$ cat src/rtl/axi_lite_pkg.sv
// Shared types for the AXI-Lite write generator: response codes, FSM state encoding
// and the bit layout of the status word.
package axi_lite_pkg;

  typedef enum logic [1:0] {
    RESP_OKAY   = 2'b00,
    RESP_EXOKAY = 2'b01,
    RESP_SLVERR = 2'b10,
    RESP_DECERR = 2'b11
  } axi_resp_e;

  typedef logic [1:0] wr_state_t;
  localparam wr_state_t ST_IDLE      = 2'd0;
  localparam wr_state_t ST_ADDR_DATA = 2'd1;
  localparam wr_state_t ST_RESP      = 2'd2;
  localparam wr_state_t ST_DONE      = 2'd3;

  localparam int unsigned STAT_CNT_LSB     = 0;
  localparam int unsigned STAT_ERR_LSB     = 16;
  localparam int unsigned STAT_TIMEOUT_BIT = 24;
  localparam int unsigned STAT_DONE_BIT    = 31;

  function automatic logic [31:0] pack_status(input logic [15:0] cnt, input logic [7:0] err,
                                              input logic timeout, input logic done);
    logic [31:0] s;
    s = 32'h0000_0000;
    s[STAT_CNT_LSB +: 16]  = cnt;
    s[STAT_ERR_LSB +: 8]   = err;
    s[STAT_TIMEOUT_BIT]    = timeout;
    s[STAT_DONE_BIT]       = done;
    return s;
  endfunction

endpackage

$ cat src/rtl/axi_lite_wr_gen_if.sv
// AXI-Lite write channels (AW, W, B) between the write generator and its slave.
interface axi_lite_wr_gen_if #(
  parameter int ADDR_W = 32,
  parameter int DATA_W = 32
);
  logic [ADDR_W-1:0]   m_axi_lite_ch1_awaddr;
  logic [2:0]          m_axi_lite_ch1_awprot;
  logic                m_axi_lite_ch1_awvalid;
  logic                m_axi_lite_ch1_awready;
  logic [DATA_W-1:0]   m_axi_lite_ch1_wdata;
  logic [DATA_W/8-1:0] m_axi_lite_ch1_wstrb;
  logic                m_axi_lite_ch1_wvalid;
  logic                m_axi_lite_ch1_wready;
  logic [1:0]          m_axi_lite_ch1_bresp;
  logic                m_axi_lite_ch1_bvalid;
  logic                m_axi_lite_ch1_bready;

  modport master (
    output m_axi_lite_ch1_awaddr, m_axi_lite_ch1_awprot, m_axi_lite_ch1_awvalid,
    input  m_axi_lite_ch1_awready,
    output m_axi_lite_ch1_wdata, m_axi_lite_ch1_wstrb, m_axi_lite_ch1_wvalid,
    input  m_axi_lite_ch1_wready,
    input  m_axi_lite_ch1_bresp, m_axi_lite_ch1_bvalid,
    output m_axi_lite_ch1_bready
  );

  modport slave (
    input  m_axi_lite_ch1_awaddr, m_axi_lite_ch1_awprot, m_axi_lite_ch1_awvalid,
    output m_axi_lite_ch1_awready,
    input  m_axi_lite_ch1_wdata, m_axi_lite_ch1_wstrb, m_axi_lite_ch1_wvalid,
    output m_axi_lite_ch1_wready,
    output m_axi_lite_ch1_bresp, m_axi_lite_ch1_bvalid,
    input  m_axi_lite_ch1_bready
  );
endinterface

$ cat src/rtl/axi_lite_wdog.sv
// Cycle watchdog: counts enabled cycles since the last kick and flags the LIMIT-th one.
module axi_lite_wdog #(
  parameter int unsigned LIMIT = 1024
) (
  input  logic clk,
  input  logic rst,
  input  logic enable,
  input  logic kick,
  output logic expired
);
  localparam int CNT_W = $clog2(LIMIT + 1);

  logic [CNT_W-1:0] cnt_q, cnt_d;

  always_comb begin
    if (!enable || kick) begin
      cnt_d = '0;
    end else begin
      cnt_d = cnt_q + CNT_W'(1);
    end
  end

  // Expiry fires in the cycle that would bring the count up to LIMIT.
  assign expired = enable && !kick && (cnt_q == CNT_W'(LIMIT - 1));

  always_ff @(posedge clk) begin
    if (rst) begin
      cnt_q <= '0;
    end else begin
      cnt_q <= cnt_d;
    end
  end
endmodule

$ cat src/rtl/axi_lite_wr_gen.sv
// AXI-Lite write generator: issues NUM_WRITES single writes with an address/data ramp.
// Optional watchdog abort is enabled by defining AXI_WR_GEN_TIMEOUT_EN.
module axi_lite_wr_gen
  import axi_lite_pkg::*;
#(
  parameter int                 ADDR_W      = 32,
  parameter int                 DATA_W      = 32,
  parameter int unsigned        NUM_WRITES  = 16,
  parameter logic [ADDR_W-1:0]  BASE_ADDR   = '0,
  parameter int unsigned        ADDR_STRIDE = 4,
  parameter logic [DATA_W-1:0]  DATA_SEED   = DATA_W'(32'hA5A5_0000),
  parameter int unsigned        TIMEOUT_CYC = 1024
) (
  input  logic               s_axi_aclk,
  input  logic               s_axi_areset,
  input  logic               start,
  axi_lite_wr_gen_if.master  m_axi,
  output logic               done,
  output logic [31:0]        status
);
  localparam logic [15:0] LAST_IDX = 16'(NUM_WRITES - 1);

  wr_state_t         state_q, state_d;
  logic [15:0]       idx_q, idx_d, cnt_q, cnt_d;
  logic [7:0]        err_q, err_d;
  logic              timeout_q, timeout_d, done_q, done_d;
  logic              awvalid_q, awvalid_d, wvalid_q, wvalid_d, bready_q, bready_d;
  logic [ADDR_W-1:0] awaddr_q, awaddr_d;
  logic [DATA_W-1:0] wdata_q, wdata_d;
  logic              aw_hs_s, w_hs_s, b_hs_s, expired_s;

  assign aw_hs_s = awvalid_q & m_axi.m_axi_lite_ch1_awready;
  assign w_hs_s  = wvalid_q & m_axi.m_axi_lite_ch1_wready;
  assign b_hs_s  = bready_q & m_axi.m_axi_lite_ch1_bvalid;

`ifdef AXI_WR_GEN_TIMEOUT_EN
  logic wdog_en_s, wdog_kick_s;
  assign wdog_en_s   = (state_q == ST_ADDR_DATA) || (state_q == ST_RESP);
  assign wdog_kick_s = aw_hs_s | w_hs_s | b_hs_s;

  axi_lite_wdog #(.LIMIT(TIMEOUT_CYC)) u_wdog (
    .clk     (s_axi_aclk),
    .rst     (s_axi_areset),
    .enable  (wdog_en_s),
    .kick    (wdog_kick_s),
    .expired (expired_s)
  );
`else
  logic unused_timeout_cfg_s;
  assign unused_timeout_cfg_s = ^TIMEOUT_CYC;
  assign expired_s = 1'b0;
`endif

  // Next-state logic; a watchdog expiry overrides every normal transition.
  always_comb begin
    state_d   = state_q;
    idx_d     = idx_q;
    cnt_d     = cnt_q;
    err_d     = err_q;
    timeout_d = timeout_q;
    done_d    = done_q;
    awvalid_d = awvalid_q;
    wvalid_d  = wvalid_q;
    bready_d  = bready_q;
    awaddr_d  = awaddr_q;
    wdata_d   = wdata_q;
    if (expired_s) begin
      state_d   = ST_DONE;
      timeout_d = 1'b1;
      done_d    = 1'b1;
      awvalid_d = 1'b0;
      wvalid_d  = 1'b0;
      bready_d  = 1'b0;
    end else begin
      case (state_q)
        ST_IDLE, ST_DONE: begin
          if (start) begin
            state_d   = ST_ADDR_DATA;
            idx_d     = 16'd0;
            cnt_d     = 16'd0;
            err_d     = 8'd0;
            timeout_d = 1'b0;
            done_d    = 1'b0;
            awvalid_d = 1'b1;
            wvalid_d  = 1'b1;
            awaddr_d  = BASE_ADDR;
            wdata_d   = DATA_SEED;
          end else begin
            state_d = state_q;
          end
        end
        ST_ADDR_DATA: begin
          awvalid_d = awvalid_q & ~aw_hs_s;
          wvalid_d  = wvalid_q & ~w_hs_s;
          // A channel whose valid is already low has completed its handshake.
          if ((~awvalid_q | aw_hs_s) & (~wvalid_q | w_hs_s)) begin
            state_d  = ST_RESP;
            bready_d = 1'b1;
          end else begin
            state_d = ST_ADDR_DATA;
          end
        end
        ST_RESP: begin
          if (b_hs_s) begin
            cnt_d    = cnt_q + 16'd1;
            bready_d = 1'b0;
            if ((m_axi.m_axi_lite_ch1_bresp != RESP_OKAY) && (err_q != 8'hFF)) begin
              err_d = err_q + 8'd1;
            end else begin
              err_d = err_q;
            end
            if (idx_q == LAST_IDX) begin
              state_d = ST_DONE;
              done_d  = 1'b1;
            end else begin
              state_d   = ST_ADDR_DATA;
              idx_d     = idx_q + 16'd1;
              awaddr_d  = awaddr_q + ADDR_W'(ADDR_STRIDE);
              wdata_d   = wdata_q + DATA_W'(1);
              awvalid_d = 1'b1;
              wvalid_d  = 1'b1;
            end
          end else begin
            state_d = ST_RESP;
          end
        end
        default: begin
          state_d = ST_IDLE;
        end
      endcase
    end
  end

  // State and output registers.
  always_ff @(posedge s_axi_aclk) begin
    if (s_axi_areset) begin
      state_q   <= ST_IDLE;
      idx_q     <= 16'd0;
      cnt_q     <= 16'd0;
      err_q     <= 8'd0;
      timeout_q <= 1'b0;
      done_q    <= 1'b0;
      awvalid_q <= 1'b0;
      wvalid_q  <= 1'b0;
      bready_q  <= 1'b0;
      awaddr_q  <= BASE_ADDR;
      wdata_q   <= DATA_SEED;
    end else begin
      state_q   <= state_d;
      idx_q     <= idx_d;
      cnt_q     <= cnt_d;
      err_q     <= err_d;
      timeout_q <= timeout_d;
      done_q    <= done_d;
      awvalid_q <= awvalid_d;
      wvalid_q  <= wvalid_d;
      bready_q  <= bready_d;
      awaddr_q  <= awaddr_d;
      wdata_q   <= wdata_d;
    end
  end

  assign m_axi.m_axi_lite_ch1_awaddr  = awaddr_q;
  assign m_axi.m_axi_lite_ch1_awprot  = 3'b000;
  assign m_axi.m_axi_lite_ch1_awvalid = awvalid_q;
  assign m_axi.m_axi_lite_ch1_wdata   = wdata_q;
  assign m_axi.m_axi_lite_ch1_wstrb   = {(DATA_W/8){1'b1}};
  assign m_axi.m_axi_lite_ch1_wvalid  = wvalid_q;
  assign m_axi.m_axi_lite_ch1_bready  = bready_q;
  assign done   = done_q;
  assign status = pack_status(cnt_q, err_q, timeout_q, done_q);
endmodule

$ cat src/flat_wrapper.sv
// flat-port wrapper written by rule: the top's interface ports become plain ports
module axi_lite_wr_gen_flat import axi_lite_pkg::*;
#(
  parameter int                 ADDR_W      = 32,
  parameter int                 DATA_W      = 32,
  parameter int unsigned        NUM_WRITES  = 16,
  parameter logic [ADDR_W-1:0]  BASE_ADDR   = '0,
  parameter int unsigned        ADDR_STRIDE = 4,
  parameter logic [DATA_W-1:0]  DATA_SEED   = DATA_W'(32'hA5A5_0000),
  parameter int unsigned        TIMEOUT_CYC = 1024
)
  (s_axi_aclk, s_axi_areset, start, done, status, m_axi_m_axi_lite_ch1_awaddr, m_axi_m_axi_lite_ch1_awprot, m_axi_m_axi_lite_ch1_awvalid, m_axi_m_axi_lite_ch1_awready, m_axi_m_axi_lite_ch1_wdata, m_axi_m_axi_lite_ch1_wstrb, m_axi_m_axi_lite_ch1_wvalid, m_axi_m_axi_lite_ch1_wready, m_axi_m_axi_lite_ch1_bresp, m_axi_m_axi_lite_ch1_bvalid, m_axi_m_axi_lite_ch1_bready);
  axi_lite_wr_gen_if #(.ADDR_W(ADDR_W), .DATA_W(DATA_W)) m_axi_i ();
  input  logic s_axi_aclk;
  input  logic s_axi_areset;
  input  logic start;
  output logic done;
  output logic [31:0] status;
  output wire logic [$bits(m_axi_i.m_axi_lite_ch1_awaddr)-1:0] m_axi_m_axi_lite_ch1_awaddr;
  output wire logic [$bits(m_axi_i.m_axi_lite_ch1_awprot)-1:0] m_axi_m_axi_lite_ch1_awprot;
  output wire logic [$bits(m_axi_i.m_axi_lite_ch1_awvalid)-1:0] m_axi_m_axi_lite_ch1_awvalid;
  input wire logic [$bits(m_axi_i.m_axi_lite_ch1_awready)-1:0] m_axi_m_axi_lite_ch1_awready;
  output wire logic [$bits(m_axi_i.m_axi_lite_ch1_wdata)-1:0] m_axi_m_axi_lite_ch1_wdata;
  output wire logic [$bits(m_axi_i.m_axi_lite_ch1_wstrb)-1:0] m_axi_m_axi_lite_ch1_wstrb;
  output wire logic [$bits(m_axi_i.m_axi_lite_ch1_wvalid)-1:0] m_axi_m_axi_lite_ch1_wvalid;
  input wire logic [$bits(m_axi_i.m_axi_lite_ch1_wready)-1:0] m_axi_m_axi_lite_ch1_wready;
  input wire logic [$bits(m_axi_i.m_axi_lite_ch1_bresp)-1:0] m_axi_m_axi_lite_ch1_bresp;
  input wire logic [$bits(m_axi_i.m_axi_lite_ch1_bvalid)-1:0] m_axi_m_axi_lite_ch1_bvalid;
  output wire logic [$bits(m_axi_i.m_axi_lite_ch1_bready)-1:0] m_axi_m_axi_lite_ch1_bready;
  assign m_axi_m_axi_lite_ch1_awaddr = m_axi_i.m_axi_lite_ch1_awaddr;
  assign m_axi_m_axi_lite_ch1_awprot = m_axi_i.m_axi_lite_ch1_awprot;
  assign m_axi_m_axi_lite_ch1_awvalid = m_axi_i.m_axi_lite_ch1_awvalid;
  assign m_axi_i.m_axi_lite_ch1_awready = m_axi_m_axi_lite_ch1_awready;
  assign m_axi_m_axi_lite_ch1_wdata = m_axi_i.m_axi_lite_ch1_wdata;
  assign m_axi_m_axi_lite_ch1_wstrb = m_axi_i.m_axi_lite_ch1_wstrb;
  assign m_axi_m_axi_lite_ch1_wvalid = m_axi_i.m_axi_lite_ch1_wvalid;
  assign m_axi_i.m_axi_lite_ch1_wready = m_axi_m_axi_lite_ch1_wready;
  assign m_axi_i.m_axi_lite_ch1_bresp = m_axi_m_axi_lite_ch1_bresp;
  assign m_axi_i.m_axi_lite_ch1_bvalid = m_axi_m_axi_lite_ch1_bvalid;
  assign m_axi_m_axi_lite_ch1_bready = m_axi_i.m_axi_lite_ch1_bready;
  axi_lite_wr_gen #(.ADDR_W(ADDR_W), .DATA_W(DATA_W), .NUM_WRITES(NUM_WRITES), .BASE_ADDR(BASE_ADDR), .ADDR_STRIDE(ADDR_STRIDE), .DATA_SEED(DATA_SEED), .TIMEOUT_CYC(TIMEOUT_CYC)) u_core (.s_axi_aclk(s_axi_aclk), .s_axi_areset(s_axi_areset), .start(start), .m_axi(m_axi_i), .done(done), .status(status));
endmodule
$ cat config.mk
export PLATFORM = sky130hd
export DESIGN_NAME = axi_lite_wr_gen_flat
export DESIGN_NICKNAME = d
export VERILOG_FILES = /design/src/rtl/axi_lite_pkg.sv /design/src/rtl/axi_lite_wr_gen_if.sv /design/src/rtl/axi_lite_wdog.sv /design/src/rtl/axi_lite_wr_gen.sv /design/src/flat_wrapper.sv
export SDC_FILE = /design/constraint.sdc
export NUM_CORES = 1
export LEC_CHECK = 0
export ABC_AREA = 1
export CORE_ASPECT_RATIO = 0.9
export CORE_UTILIZATION = 37
export DETAILED_ROUTE_END_ITERATION = 8
export DONT_BUFFER_PORTS = 1
export PLACE_DENSITY = 0.49
export SYNTH_ARGS = -nofsm -noshare
export SYNTH_HDL_FRONTEND = slang
export SYNTH_SLANG_ARGS = --single-unit
$ cat constraint.sdc
create_clock -name s_axi_aclk -period 2.2 [get_ports s_axi_aclk]
set_input_delay 0.44 -clock s_axi_aclk [delete_from_list [all_inputs] [get_ports s_axi_aclk]]
set_output_delay 0.44 -clock s_axi_aclk [all_outputs]
set_load 0.02 [all_outputs]
==> results.cfg <==
[outcome]
status = complete, no violations

[grt]
first_pass_grt_wire_length_um = 26400
vias_in_the_first_global_route = 5344
grt_antenna_before_repair = 0
grt_max_degree = 48
grt.overflow.total = 0
grt.total_usage_pct = 19.7

[hold_path]
min_from = s_axi_areset
hold_depth = 1
holdCritPathClass = in2reg
worstHoldEndpoint = u_core.err_q[1]

[setup_path]
worst-r2r-cell-count = 13
timing.critical_path.arrival_ps = 2300
timing.critical_path.to_type = register
reg2reg_setup_slack_ps = 190
crit_cells = 13
worst_path_dominant_cell_family = simple AND/OR/NAND/NOR gates
rr_startpoint = u_core.state_q[0]
worst_path_max_delay_cell = dfxtp_1
path_cells = inv_1 -> ha_1 -> nand2_1 -> nand2_2 -> a21oi_4 -> buf_4 -> nand2_1 -> nor2_4 -> buf_4 -> nand3_1 -> nand2_1 -> inv_1 -> nor2_1
cp-startpoint = u_core.state_q[0]
crit_buf_inv = 4
worstReg2RegEnd = u_core.cnt_q[15]
timing.critical_path.required_ps = 2490
critical_path.startpoint_type = register
crit_fanout = 7
timing_worst_setup_path_type = reg2reg
critical_path.most_common_cell = nand2_1
max_stage_delay_ps = 330

[placement]
io_buffer_count = 0
dpl-instance-area_um2 = 6530
gp_congestion = 0.865
place_hpwl_um = 11700
placement.setup.worst_slack_ps = 205

[floorplan]
dieWidth_um = 137
rows = 44
chipHeight_um = 124
initial_utilization_pct = 37.8
io_pins = 115
floorplan.core_area_um2 = 16100
die-area_um2 = 17000

[clocking]
cts_tree = built
number_of_clock_sinks = 108
clock_latency_on_the_worst_skew_pair_ps = 350
cts_buffers = 9
clk_root_buffer_cell = clkbuf_16
clk_pin_slew_worst_paths_ps = 70
htreeDepth = 3
cts_buffer_depth = 2
cts_hold_buffers = 0

[sta]
transition_time_at_the_pin_with_the_least_slew_margin_ps = 603
tightest_hold_margin_ps = 151
worst_slack_ps = 194
setup_viol = 0
timing.final.hold_violations = 0
fin_crit_sh_pct = 91.2
grt_setup_unrepaired = true
fin_worst_skew_ps = 3.73
fmax_mhz = 499
final_max_slew_viol_count = 0
max_slew_margin_pct = 59.4
period_minus_slack_ps = 2010

[detailed_routing]
post_drt_wl_per_cell_um = 13.2
post-route-drc-count = 0
drt-initial-drc-count = 261
finalWirelength_um = 16300
via_count = 5964
avgViaCountPerCell = 4.84
dr.pass1.iters = 5
drtAntennaViolNets = 0

[job]
max_cap_viol_count = 0

[yosys]
synth_seq_cells = 108
synth_sequential_area_ratio_pct = 35.5
synth_enable_flop_cells = 0
yosys.cell_types.count = 36
avgSynthCellArea_um2 = 6.16
synth_warnings = 0
synthCells = 987
synthesis.area_um2 = 6080
ys_dominant_reg_cell = dfxtp_1
asyncSetResetFlopFracSynth_pct = 0

[finish]
post-route-util_pct = 42.9
fill_cells = 1746
syn2layout_area_growth_pct = 13.4
nNetsFinal = 1037
fraction_of_final_layout_cells_sized_beyond_drive_strength_1_pct = 7.99
stdcell_area_um2 = 6900
insertedDiodeCount = 0

[power_and_ir_drop]
pwr_density_cell_nw_per_um2 = 709
power.leakage_nw = 2.72
ir_worst_vdd_uv = 382
-- cells by family (layout without fill, tap and decap cells) --
family / Yosys count / in the layout / share of synthesized area, %
buf+inv: 164 / 189 / 11.9
simple gates: 594 / 594 / 40.9
fa+ha+maj: 7 / 7 / 1.44
flops: 108 / 108 / 35.5
other cells: 2 / 16 / 0.123
xor+xnor: 5 / 5 / 0.720
compound gates: 107 / 107 / 9.38
-- synth_stat cells, types with 4 or more instances --
master      n  area share (%)
nand2_1   262              16
nor2_1    186              11
inv_1     119             7.3
dfxtp_1   108              36
nand3_1    69             5.7
a21oi_1    47             3.9
o21ai_0    47             3.9
nor3_1     36             3.0
nand4_1    25             2.6
buf_4      20             2.5
clkbuf_1   10            0.62
buf_2       9            0.74
ha_1        7             1.4
nor4_1      4            0.41
o21bai_1    4            0.49
xor2_1      4            0.58
-- placed cells by master (no fill, tap or decap), types with 2 or more instances in the layout --
cell type	netlist	routed
nand2_1	262	262
nand4_1	25	25
a21oi_1	47	47
inv_4	0	2
nand3_1	69	69
buf_12	0	3
clkbuf_16	0	10
nand3b_1	2	2
nor2_2	1	4
nor4_1	4	4
nor3_1	36	35
buf_4	20	48
inv_1	119	119
bufinv_16	0	2
conb_1	2	16
dfxtp_1	108	108
clkinv_2	0	4
and2_1	2	2
nor2_1	186	183
nand2_4	2	2
o21ai_0	47	46
o21ai_1	3	4
xor2_1	4	4
ha_1	7	7
o21bai_1	4	4
-- timing repair --
action | in CTS | in global routing
gates resized for setup | 0 | 7
setup endpoints to repair | 0 | 20
setup buffers | 0 | 3
-- area by class of cell --
cell class	instances	area (um^2)	share of cell area (%)
clock buffers	9	225	3.27
repair buffers	52	445	6.46
multi-input cells	729	3260	47.3
well taps	207	259	3.76
clock inverters	6	80.1	1.16
flip-flops and latches	108	2160	31.4
inverters	122	463	6.71
-- routing by layer --
layer,part of all wire [%],track usage [%]
met5,0,0
met4,1.3,5.36
met3,5.6,4.64
met2,43,31.4
met1,50,26.6
-- worst register-to-register path, delay by kind of cell, from the launching register on --
kind            cells  cell delay, ps
simple gates        7             700
buf+inv             4             410
flops               1             330
fa+ha+maj           1             310
compound gates      1             180
-- metrics by stage --
step                      total power, mW  setup TNS [ps]  instances
after global placement               3.12               0       1214
after detailed placement             3.12               0       1214
after CTS                            4.89               0       1229
final                                4.89               0       1233
after floorplan                      2.85               0       1001
after global routing                 5.15           -45.4       1233
-- how the worst max path moves through the flow --
stage                                            end  slack [ps]
6_report                            u_core.cnt_q[15]         190
5_1_grt                             u_core.cnt_q[15]         -30
4_1_cts                              u_core.idx_q[9]         190
3_5_place_dp                         u_core.idx_q[9]         210
3_3_place_gp                         u_core.idx_q[7]         240
2_1_floorplan  u_core.m_axi.m_axi_lite_ch1_wdata[11]         410
-- registers in the layout, summed over array words and instances (netlist names) --
register                             count
u_core.cnt_q                            16
u_core.done                              1
u_core.err_q                             8
u_core.idx_q                            16
u_core.m_axi.m_axi_lite_ch1_awaddr      30
u_core.m_axi.m_axi_lite_ch1_awvalid      1
u_core.m_axi.m_axi_lite_ch1_bready       1
u_core.m_axi.m_axi_lite_ch1_wdata       32
u_core.m_axi.m_axi_lite_ch1_wvalid       1
u_core.state_q                           2
-- power by group --
part	internal, mW	total [mW]	switching (mW)	leakage [nW]
logic	0.333	1.07	0.735	1.69
clock network	0.985	1.74	0.753	0.155
registers	2.00	2.08	0.0773	0.872
Note: power is estimated with default switching activity, not from simulation.
